[config.mk]
export PLATFORM = sky130hd
export DESIGN_NAME = ssp_rx_logic_flat
export DESIGN_NICKNAME = d
export VERILOG_FILES = /design/src/rtl/ssp_pkg.sv /design/src/rtl/ssp_rx_logic_if.sv /design/src/rtl/ssp_edge_detect.sv /design/src/rtl/ssp_rx_logic.sv /design/src/flat_wrapper.sv
export SDC_FILE = /design/constraint.sdc
export NUM_CORES = 1
export LEC_CHECK = 0
export CORE_MARGIN = 4
export CORE_UTILIZATION = 50
export DETAILED_ROUTE_END_ITERATION = 10
export PLACE_DENSITY_LB_ADDON = 0.3
export SETUP_SLACK_MARGIN = 0.5
export SLEW_MARGIN = 20
export SYNTH_ARGS = -nofsm -noshare
export SYNTH_HDL_FRONTEND = slang
export SYNTH_SLANG_ARGS = --single-unit
[constraint.sdc]
create_clock -name PCLK -period 1.7 [get_ports PCLK]
set_input_delay 0.34 -clock PCLK [delete_from_list [all_inputs] [get_ports PCLK]]
set_output_delay 0.34 -clock PCLK [all_outputs]
set_load 0.05 [all_outputs]
[src/rtl/ssp_pkg.sv]
// Shared SSP definitions used by both the receive and transmit paths.
package ssp_pkg;

    localparam int SSP_DATA_WIDTH = 8;
    localparam int SSP_CNT_W      = $clog2(SSP_DATA_WIDTH);

    typedef enum logic {
        IDLE  = 1'b0,
        SHIFT = 1'b1
    } ssp_state_e;

endpackage

[src/rtl/ssp_rx_logic_if.sv]
// Serial-in / FIFO-out bundle of the SSP receive front end.
interface ssp_rx_logic_if #(parameter int DATA_WIDTH = ssp_pkg::SSP_DATA_WIDTH);

    logic                  SSPCLKIN;
    logic                  SSPFSSIN;
    logic                  SSPRXD;
    logic                  SSPRXINTR;
    logic [DATA_WIDTH-1:0] RxData;
    logic                  rx_ready;
    logic                  RXOVR;
    logic                  rx_busy;

    // slave is the receiver; master drives the serial line and FIFO-full flag
    modport slave (
        input  SSPCLKIN, SSPFSSIN, SSPRXD, SSPRXINTR,
        output RxData, rx_ready, RXOVR, rx_busy
    );

    modport master (
        output SSPCLKIN, SSPFSSIN, SSPRXD, SSPRXINTR,
        input  RxData, rx_ready, RXOVR, rx_busy
    );

endinterface

[src/rtl/ssp_edge_detect.sv]
// Falling-edge detector for the oversampled serial bit clock.
module ssp_edge_detect (
    input  logic PCLK,
    input  logic CLEAR,
    input  logic SSPCLKIN,
    output logic s_en
);

    logic clk_q;

    always_ff @(posedge PCLK) begin
        if (CLEAR) clk_q <= 1'b0;
        else       clk_q <= SSPCLKIN;
    end

    assign s_en = clk_q & ~SSPCLKIN;

endmodule

[src/rtl/ssp_rx_logic.sv]
// SSP receive deserialiser: frames MSB-first words and hands them to the RX FIFO
// through a one-deep holding buffer with sticky overrun.
module ssp_rx_logic
    import ssp_pkg::*;
#(
    parameter int DATA_WIDTH = SSP_DATA_WIDTH
) (
    input  logic           PCLK,
    input  logic           CLEAR,
    ssp_rx_logic_if.slave  bus
);

    localparam logic [SSP_CNT_W-1:0] LAST = SSP_CNT_W'(DATA_WIDTH - 1);

    logic                  s_en;
    ssp_state_e            state, state_n;
    logic [SSP_CNT_W-1:0]  cnt, cnt_n;
    logic [DATA_WIDTH-2:0] sr, sr_n;
    logic [DATA_WIDTH-1:0] word;
    logic                  done;
    logic                  pending;

    ssp_edge_detect u_edge (
        .PCLK     (PCLK),
        .CLEAR    (CLEAR),
        .SSPCLKIN (bus.SSPCLKIN),
        .s_en     (s_en)
    );

    always_ff @(posedge PCLK) begin
        if (CLEAR) begin
            state <= IDLE;
            cnt   <= '0;
            sr    <= '0;
        end else begin
            state <= state_n;
            cnt   <= cnt_n;
            sr    <= sr_n;
        end
    end

    always_comb begin
        state_n = state;
        cnt_n   = cnt;
        sr_n    = sr;
        done    = 1'b0;
        word    = {sr, bus.SSPRXD};
        case (state)
            IDLE: begin
                if (s_en && bus.SSPFSSIN) begin
                    state_n = SHIFT;
                    cnt_n   = '0;
                end
            end
            SHIFT: begin
                if (s_en) begin
                    if (cnt == LAST) begin
                        done    = 1'b1;
                        cnt_n   = '0;
                        sr_n    = word[DATA_WIDTH-2:0];
                        state_n = bus.SSPFSSIN ? SHIFT : IDLE;
                    end else if (bus.SSPFSSIN) begin
                        // sync inside a word: drop the partial word silently
                        cnt_n = '0;
                    end else begin
                        sr_n  = word[DATA_WIDTH-2:0];
                        cnt_n = cnt + 1'b1;
                    end
                end
            end
            default: state_n = IDLE;
        endcase
    end

    // Output stage. A fresh word that lands right after a strobe is parked so
    // the FIFO never sees two strobes in a row.
    always_ff @(posedge PCLK) begin
        if (CLEAR) begin
            bus.RxData   <= '0;
            bus.rx_ready <= 1'b0;
            bus.RXOVR    <= 1'b0;
            pending      <= 1'b0;
        end else begin
            bus.rx_ready <= 1'b0;
            if (pending) begin
                if (!bus.SSPRXINTR) begin
                    bus.rx_ready <= 1'b1;
                    pending      <= 1'b0;
                end
                if (done) bus.RXOVR <= 1'b1;
            end else if (done) begin
                bus.RxData <= word;
                if (!bus.SSPRXINTR && !bus.rx_ready) bus.rx_ready <= 1'b1;
                else                                 pending      <= 1'b1;
            end
        end
    end

    assign bus.rx_busy = (state == SHIFT);

endmodule

[src/flat_wrapper.sv]
// flat-port wrapper written by rule: the top's interface ports become plain ports
module ssp_rx_logic_flat import ssp_pkg::*;
#(
    parameter int DATA_WIDTH = SSP_DATA_WIDTH
)
  (PCLK, CLEAR, bus_SSPCLKIN, bus_SSPFSSIN, bus_SSPRXD, bus_SSPRXINTR, bus_RxData, bus_rx_ready, bus_RXOVR, bus_rx_busy);
  ssp_rx_logic_if #(.DATA_WIDTH(DATA_WIDTH)) bus_i ();
  input  logic PCLK;
  input  logic CLEAR;
  input wire logic [$bits(bus_i.SSPCLKIN)-1:0] bus_SSPCLKIN;
  input wire logic [$bits(bus_i.SSPFSSIN)-1:0] bus_SSPFSSIN;
  input wire logic [$bits(bus_i.SSPRXD)-1:0] bus_SSPRXD;
  input wire logic [$bits(bus_i.SSPRXINTR)-1:0] bus_SSPRXINTR;
  output wire logic [$bits(bus_i.RxData)-1:0] bus_RxData;
  output wire logic [$bits(bus_i.rx_ready)-1:0] bus_rx_ready;
  output wire logic [$bits(bus_i.RXOVR)-1:0] bus_RXOVR;
  output wire logic [$bits(bus_i.rx_busy)-1:0] bus_rx_busy;
  assign bus_i.SSPCLKIN = bus_SSPCLKIN;
  assign bus_i.SSPFSSIN = bus_SSPFSSIN;
  assign bus_i.SSPRXD = bus_SSPRXD;
  assign bus_i.SSPRXINTR = bus_SSPRXINTR;
  assign bus_RxData = bus_i.RxData;
  assign bus_rx_ready = bus_i.rx_ready;
  assign bus_RXOVR = bus_i.RXOVR;
  assign bus_rx_busy = bus_i.rx_busy;
  ssp_rx_logic #(.DATA_WIDTH(DATA_WIDTH)) u_core (.PCLK(PCLK), .CLEAR(CLEAR), .bus(bus_i));
endmodule
; ---- Word level (Yosys, flattened, before mapping)
; Index checks and enable logic that the tools add are counted.
[word_totals]
out_inout_bits = 11
input_bits = 6
reg_bits = 23
[op_classes]
bitwise = 4
reduce_logical = 8
n_addsub = 1
mux = 23
n_eq_ne = 4
[ops]
columns = operator, count
row1 = $mux 1, 15
row2 = $mux 7, 2
row3 = $mux 3, 4
row4 = $ne 2x1->1 const B, 3
row5 = $pmux 3 s2, 1
row6 = $reduce_and 2->1, 3
row7 = $add 3x1->3 const B, 1
row8 = $eq 3x3->1 const B, 1
row9 = $not 1->1, 3
row10 = $reduce_and 3->1, 1
row11 = $logic_and 1x1->1, 2
row12 = $logic_not 1->1, 2
row13 = $pmux 1 s2, 1
row14 = $and 1x1->1, 1

; ---- Longest topological paths before layout
; Gate-level depths: netlist (run 1).
[depth]
ltp_word = 6
mapped_depth = 6

; ---- Modules after synthesis
; Synthesis (run 1) repeated with hierarchy kept, for this count alone.
[hier_totals]
cells_unflattened = 94
hier_area_um2 = 907.1
[by_module_without_submodules]
columns = mod, n_inst, area_per_inst_um2, cells_each
row1 = ssp_rx_logic, 1, 872.1, 91
row2 = ssp_edge_detect, 1, 35.0, 3

; ---- Worst setup path after synthesis (run 1)
; OpenSTA, ideal clock, no wires.
[synth_timing]
kind = reg2reg
startpoint = reg u_core.state, in the netlist u_core.bus.rx_busy
endpoint = reg u_core.bus.RxData[2]
path_slack_ps = 228
t_arrival_ps = 1400
path_buffers = 1
required_ps = 1628
stages_incl_launch_ff = 5
synth_period_minus_slack_ps = 1472
path_cell_list = dfxtp_1 -> and4b_4 -> and2_4 -> buf_6 -> mux2i_1
[synth_between]
elab_chain_len = 2
[synth_lines]
columns = item, line
row1 = from (decl), ssp_rx_logic.sv:16  ; ssp_state_e state, state_n;
row2 = from (signal assigned), ssp_rx_logic.sv:36  ; state <= state_n;
row3 = $mux 1, ssp_rx_logic.sv:48  ; case (state)
row4 = $reduce_and 2->1 (no line), n/a
row5 = to (signal assigned), ssp_rx_logic.sv:92  ; bus.RxData <= word;
row6 = to (decl), ssp_rx_logic_if.sv:16  ; output RxData, rx_ready, RXOVR, rx_busy
; No other way between the ends.
; A chain may end at the register's enable or synchronous reset.

; ---- Worst setup path after layout (run 1)
[layout_timing]
startpoint = reg u_core.cnt[1]
endpoint = reg u_core.bus.RxData[3]
[layout_between]
elab_chain_len = 5
[layout_lines]
columns = item, line
row1 = from (decl), ssp_rx_logic.sv:17  ; logic [SSP_CNT_W-1:0] cnt, cnt_n;
row2 = from (signal assigned), ssp_rx_logic.sv:37  ; cnt <= cnt_n;
row3 = $eq 3x3->1, ssp_rx_logic.sv:57  ; if (cnt == LAST) begin
row4 = $mux 1, ssp_rx_logic.sv:57
row5 = $mux 1, ssp_rx_logic.sv:56  ; if (s_en) begin
row6 = $mux 1, ssp_rx_logic.sv:48
row7 = $reduce_and 2->1 (no line), n/a
; No other way between the ends.

==> results of run 1 <==
-- cell families after synthesis --
group                    after synthesis  share of synthesized area (%)
AND/OR/NAND/NOR                       32                          20.34
flip-flops                            23                          48.61
multiplexers                          15                          15.85
AO/OA/AOI/OAI                         12                          6.869
buffers and inverters                  8                          4.359
adder cells (fa/ha/maj)                3                          3.963
-- flip-flops by register name, indices dropped and copies added, names as in the netlist --
signal,count
u_core.cnt,3
u_core.pending,1
u_core.bus.RxData,8
u_core.sr,7
u_core.bus.rx_busy,1
u_core.bus.rx_ready,1
u_core.u_edge.clk_q,1
u_core.bus.RXOVR,1
-- worst reg2reg max path, delay by kind of cell (launching register included) --
| kind | cells | cell delay, ns |
|---|---|---|
| flip-flops | 1 | 0.38 |
| AND/OR/NAND/NOR | 2 | 0.45 |
| adder cells (fa/ha/maj) | 2 | 0.29 |
| multiplexers | 1 | 0.22 |
-- cell usage after synthesis --
cell type  number
and2_4          1
nor2_1          5
nor3_1          2
mux2i_1        15
nor2b_1         1
nand3_1         2
buf_4           1
or2_2           1
ha_1            3
o21a_1          1
and3b_1         1
a211oi_1        1
clkbuf_1        2
nand2_1         1
a21oi_1         7
nand2b_1       17
and4b_4         1
dfxtp_1        23
inv_1           4
buf_6           1
o21ai_0         3
-- path summary, 6_finish.rpt --
| check | end | startpoint | cells after the start | slack (ns) |
|---|---|---|---|---|
| min reg2reg | u_core.bus.RxData[7]$_SDFFE_PP0P_ | u_core.bus.RxData[7]$_SDFFE_PP0P_ | 2 | 0.49 |
| max reg2reg | u_core.bus.RxData[3]$_SDFFE_PP0P_ | u_core.cnt[1]$_SDFFE_PP0P_ | 5 | 0.30 |
| max | u_core.bus.RxData[3]$_SDFFE_PP0P_ | u_core.cnt[1]$_SDFFE_PP0P_ | 5 | 0.30 |
| min | u_core.u_edge.clk_q$_SDFF_PP0_ | bus_SSPCLKIN | 2 | 0.48 |
-- cell type report --
cell class / count / area [um^2] / share of cell area, %
multi-input cells: 62 / 484.2 / 37.61
flip-flops and latches: 23 / 475.5 / 36.93
repair buffers: 24 / 255.2 / 19.83
well taps: 25 / 31.28 / 2.430
clock buffers: 4 / 26.28 / 2.041
inverters: 4 / 15.01 / 1.166
-- layer usage --
metal,GRT usage [%],up-vias
met2,33.26,13
met4,6.550,0
li1,-,361
met1,15.14,340
met3,4.011,4
met5,0,-
-- where the power goes --
| part | internal [W] | total, W | switching (W) |
|---|---|---|---|
| Combinational | 0.0000248 | 0.0000458 | 0.0000210 |
| Clock | 0.0000915 | 0.000247 | 0.000155 |
| Sequential | 0.000540 | 0.000542 | 0.00000225 |
| Total | 0.000656 | 0.000834 | 0.000178 |
-- per-stage QoR --
step / worst slack [ns] / utilization, % / cells
2_1_floorplan: 0.3982 / - / 93
5_1_grt: 0.2524 / 72.98 / 142
3_5_place_dp: 0.05162 / 65.25 / 133
3_3_place_gp: 0.1109 / 65.25 / 133
6_report: 0.2981 / 72.98 / 142
4_1_cts: 0.3295 / 70.35 / 140
-- timing repair --
action                     CTS  global route
gates cloned                 0             0
buffers inserted             3             2
gates resized for setup     15            11
hold buffers                 0             0
pin swaps                    2             4
setup endpoints to repair   25            32
==> metrics.md, run 1 <==
| Metric | Value |
|---|---|
| Die height | `51.53 um` |
| Commonest non-fill, non-tap cells in the layout | `nand2b_1 (17), mux2i_1 (15), dfxtp_1 (13)` |
| Yosys warnings | `0` |
| GRT Total Usage | `16.39%` |
| Htree depth | `1` |
| Fin. Hold Viols | `0` |
| Startpoint Class | `flip-flop` |
| Worst VDD drop | `0.5794 mV` |
| Layout cells sized above 1 | `35.04%` |
| Hold Path Class | `input port to flip-flop` |
| Endpoints failing setup | `0` |
| Die Width | `51.53 um` |
| Initial DRC count | `8` |
| Minimum clock period | `1.402 ns` |
| Nets | `127` |
| Max layer used | `met4` |
| CP most frequent cell | `ha_4` |
| Skew-Pair Late Insertion Delay | `0.31 ns` |
| Number of global-route vias before repair | `796` |
| Leakage | `0.4992 nW` |
| Slew Limit Headroom | `72.45%` |
| CTS Buf Count | `3` |
| N_diodes | `0` |
| CP required | `1.94 ns` |
| Synth area leader | `dfxtp_1` |
| WHS | `0.4802 ns` |
| CP Buf/Inv Count | `0` |
| Cell Chain, Critical Path | `ha_4 > ha_4 > and4b_4 > and2_4 > mux2i_1` |
| Via density | `5.056` |
| Crit-path slowest cell | `dfxtp_2` |
| CTS tree | `yes` |
| Floorplan row count | `15` |
| Main area contributors after synthesis | `dfxtp_1 (49%), mux2i_1 (16%), nand2b_1 (11%), ha_1 (4.0%), a21oi_1 (3.7%)` |
| Worst EP arrival | `1.64 ns` |
| Most common cell after layout, fill and taps aside | `nand2b_1` |
| Worst path top cell family by delay | `simple AND/OR/NAND/NOR gates` |
| Routed via count | `718` |
| Final Cycle Share | `82.46%` |
| Fmax | `713.3 MHz` |
| Slew @ Worst Pin | `0.4126 ns` |
| Initial Util | `53.69%` |
| Mean Syn Cell Area | `10.18 um^2` |
| Dpl cell area | `1151 um^2` |
| CP Max Fanout | `6` |
| Largest net degree at the start of global routing | `18` |
| Clock transition at path regs | `0.12 ns` |
| Post-Syn Instances | `93` |
| Routed len/inst | `13.91 um` |
| Sequential fraction of the synthesis area | `48.61%` |
| Synth top area share | `48.61%` |
| Syn nets | `102` |
| Post-DP HPWL | `1277 um` |
| Fillers | `132` |
| Crit Path Category | `flip-flop to flip-flop` |
| Clk buf depth | `2` |
| Skew final | `0.008545 ns` |
| Initial antenna violation count | `0` |
| Final Power | `0.0008343 W` |
| Setup TNS | `0 ns` |
| GRT overflow | `0` |
| CP peak stage delay | `0.38 ns` |
| Detail Route Antenna Nets | `0` |
| Yosys reg bits | `23` |
| Wire length on met2 | `1119 um` |
| RSZ-0062 raised after global routing | `true` |
| Crit end category | `flip-flop` |
| Core Area | `1764 um^2` |
| DR DRC count | `0` |
| Pwr/cell area | `648.0 nW/um^2` |
| GP Congestion | `0.6864` |
| Final Cell Area | `1287 um^2` |
| 1st-pass router iterations | `4` |
| Full die area | `2655 um^2` |
| DRT Wirelength | `1975 um` |
| Synth Cell Area | `947.2 um^2` |
| Clk sinks | `23` |
| Met1 WL | `752 um` |
| DR WL met3 | `73 um` |
| IO Port Bufs | `16` |
| Netlist cell types | `21` |
| Max Cap Viol | `0` |
| Pins Over Slew Limit | `0` |
| Clk root buf | `clkbuf_4` |
| Area delta synth->final | `35.93%` |
| IO Pins | `17` |
| First-pass GRT wire length | `3249 um` |
| Status | `finished, final reports clean` |
No activity file was read; power rests on OpenSTA's default activity.
==> inputs of run 2 (changes only) <==
- CORE_UTILIZATION: 50 -> 45
- clock period: 1.7 -> 1.2 ns (I/O delays scaled with it)
==> run 2 against run 1 <==
  * The run now ends with setup timing left
  * Register-to-register slack got worse by 0.49 ns
  * Core utilization increased by 2.7 points
  * Wire length increased by 3.1%
  * Setup slack got worse by 0.49 ns
  * Non-clock buffer count increased by 9
  * Count of clock-buffer cells in the layout decreased by 1
  * Combinational power increased by 78%
  * Worst hold slack got worse by 0.16 ns
  * Via count increased by 3.3%
  * Critical path type unchanged
  * Highest routed layer unchanged
==> metrics.md, run 2 (synthesis results as in run 1) <==
| Metric | Value |
|---|---|
| Status | `finished with violations` |
| Failing checks | `setup timing` |
| Largest Register | `u_core.bus.RxData` |
| Slew @ Worst Pin | `0.2539 ns (-0.1588 ns)` |
| CP Max Fanout | `6 (unchanged)` |
| Largest net degree at the start of global routing | `14 (-4)` |
| IO Pins | `17 (unchanged)` |
| Post-DP HPWL | `1392 um (+9.1%)` |
| Detail Route Antenna Nets | `0 (unchanged)` |
| Initial antenna violation count | `0 (unchanged)` |
| Int Pwr | `0.0009254 W (+41%)` |
| Commonest non-fill, non-tap cells in the layout | `nand2b_1 (16), mux2i_1 (15), buf_4 (13)` |
| Pwr/cell area | `797.0 nW/um^2 (+23%)` |
| First-pass GRT wire length | `3201 um (-1.5%)` |
| Skew-Pair Late Insertion Delay | `0.31 ns (about the same)` |
| Top Registers | `u_core.bus.RxData: 8 flops, u_core.sr: 7 flops, u_core.cnt: 3 flops` |
| Sequential share of power | `63.4% (-1.6 points)` |
| Fin worst setup slack | `-0.1912 ns (-0.4893 ns)` |
| 1st-pass router iterations | `4 (unchanged)` |
| Clk sinks | `23 (unchanged)` |
| Skew final | `0.004927 ns (-0.003619 ns)` |
| Post-CTS Hold Buffers | `0 (unchanged)` |
| Initial Util | `47.79% (-5.9 points)` |
| Cell Chain, Critical Path | `ha_4 > ha_4 > and4b_4 > and2_4 > mux2i_1` |
| GP Congestion | `0.6995 (+1.9%)` |
| Number of global-route vias before repair | `767 (-3.6%)` |
| Slew Limit Headroom | `82.90% (+10 points)` |
| Clock transition at path regs | `0.13 ns (about the same)` |
| Fmax | `718.8 MHz (+0.77%)` |
| Layout cells sized above 1 | `46.83% (+12 points)` |
| CTS Buf Count | `3 (unchanged)` |
| N_diodes | `0 (unchanged)` |
| RSZ-0062 raised after global routing | `true` |
| Full die area | `2903 um^2 (+9.3%)` |
| Max Cap Viol | `0 (unchanged)` |
| Switch Pwr | `0.0002702 W (+52%)` |
| Most common cell after layout, fill and taps aside | `nand2b_1` |
| Fillers | `125 (-5.3%)` |
| Placement Setup Slack | `-0.3215 ns (-0.3731 ns)` |
| Core Area | `1982 um^2 (+12%)` |
| GRT Total Usage | `15.28% (-1.1 points)` |
| GRT overflow | `0 (unchanged)` |
| Endpoints failing setup | `18 (+18)` |
| Via density | `4.850 (-4.1%)` |
| Clk buf depth | `2 (unchanged)` |
| Worst EP arrival | `1.63 ns (about the same)` |
| IO Port Bufs | `16 (unchanged)` |
| Area delta synth->final | `58.39%` |
| Post-Layout Cell Count | `153 (+7.7%)` |
| Hold Path Class | `input port to flip-flop` |
| Worst VDD drop | `0.6016 mV (+3.8%)` |
| Nets | `136 (+7.1%)` |
| Clk root buf | `clkbuf_4` |
| Die Width | `53.88 um (+4.6%)` |
| Inst Count DP | `141 (+6.0%)` |
| Initial DRC count | `15 (+7)` |
| Htree depth | `1 (unchanged)` |
| DR DRC count | `0 (unchanged)` |
| Crit Path Category | `flip-flop to flip-flop` |
| Fin. Hold Viols | `0 (unchanged)` |
| CP peak stage delay | `0.37 ns (about the same)` |
| Sw Ratio | `22.60% (+1.2 points)` |
| Max reg flops | `8 (unchanged)` |
| Routed via count | `742 (+3.3%)` |
| Routed len/inst | `13.31 um (-4.3%)` |
| Logic pwr share | `6.8% (+1.3 points)` |
| Final Cycle Share | `115.9% (+33 points)` |
| Utilization after layout | `75.69% (+2.7 points)` |
| Die height | `53.88 um (+4.6%)` |
| Leakage | `0.5768 nW (+16%)` |
| DRT Wirelength | `2036 um (+3.1%)` |
| Crit end category | `flip-flop` |
| Crit-path slowest cell | `dfxtp_2` |
| Clock power share | `29.8% (+0.3 points)` |
| Pins Over Slew Limit | `0 (unchanged)` |
| Floorplan row count | `16 (+1)` |
| CP most frequent cell | `ha_4` |
| CTS tree | `yes` |
| Startpoint Class | `flip-flop` |
| CP required | `1.44 ns (-0.50 ns)` |
| Minimum clock period | `1.391 ns (-0.01069 ns)` |
run 2: worst paths after layout:
kind | start | endpoint | slack, ns | cells past startpoint
max reg2reg | u_core.cnt[1]$_SDFFE_PP0P_ | u_core.bus.RxData[5]$_SDFFE_PP0P_ | -0.19 | 5
min reg2reg | u_core.bus.RxData[4]$_SDFFE_PP0P_ | u_core.bus.RxData[4]$_SDFFE_PP0P_ | 0.50 | 2
min | bus_SSPCLKIN | u_core.u_edge.clk_q$_SDFF_PP0_ | 0.32 | 2
max | u_core.cnt[1]$_SDFFE_PP0P_ | u_core.bus.RxData[5]$_SDFFE_PP0P_ | -0.19 | 5
run 2: power groups by stage:
| stage | Sequential, W | Clock (W) | Combinational [W] |
|---|---|---|---|
| floorplan | 0.000780 | 0 | 0.0000277 |
| detailed placement | 0.000777 | 0 | 0.0000738 |
| finish | 0.000758 | 0.000357 | 0.0000813 |
| global route | 0.000758 | 0.000390 | 0.0000864 |
| CTS | 0.000760 | 0.000363 | 0.0000787 |
| global placement | 0.000777 | 0 | 0.0000720 |
run 2: final cells by class:
class | count | area [um^2] | area share, %
Multi-Input combinational cell | 62 | 520.5 | 34.70
Sequential cell | 23 | 490.5 | 32.69
Timing Repair Buffer | 33 | 412.9 | 27.52
Tap cell | 27 | 33.78 | 2.252
Clock buffer | 3 | 22.52 | 1.501
Inverter | 4 | 15.01 | 1.001
Clock inverter | 1 | 5.005 | 0.3336
run 2: worst max-delay path: cells and delay by family, from the launching register on:
family	cells	cell delay, ns
simple gates	2	0.45
mux	1	0.21
flops	1	0.37
fa+ha+maj	2	0.28
run 2: per-layer routing:
metal  track usage, %  part of all wire [%]
met5                0                     0
met4            7.660                  0.49
met3            2.770                   3.0
met2            27.42                    53
met1            17.01                    44
run 2: metrics by stage:
step | hold WS, ns | area (um^2) | setup TNS (ns) | total power (W)
after floorplan | 0.3094 | 999.7 | -0.6096 | 0.0008073
after global placement | 0.4774 | 1354 | -4.888 | 0.0008485
after detailed placement | 0.5013 | 1354 | -5.403 | 0.0008505
after CTS | 0.3272 | 1453 | -2.139 | 0.001202
after global routing | 0.3447 | 1500 | -3.383 | 0.001235
final | 0.3214 | 1500 | -2.452 | 0.001196
run 2: repair_timing:
action / CTS / global route
setup buffers: 5 / 2
pin swaps: 3 / 4
setup endpoints to repair: 34 / 33
gates cloned: 1 / 0
resized for setup: 13 / 9
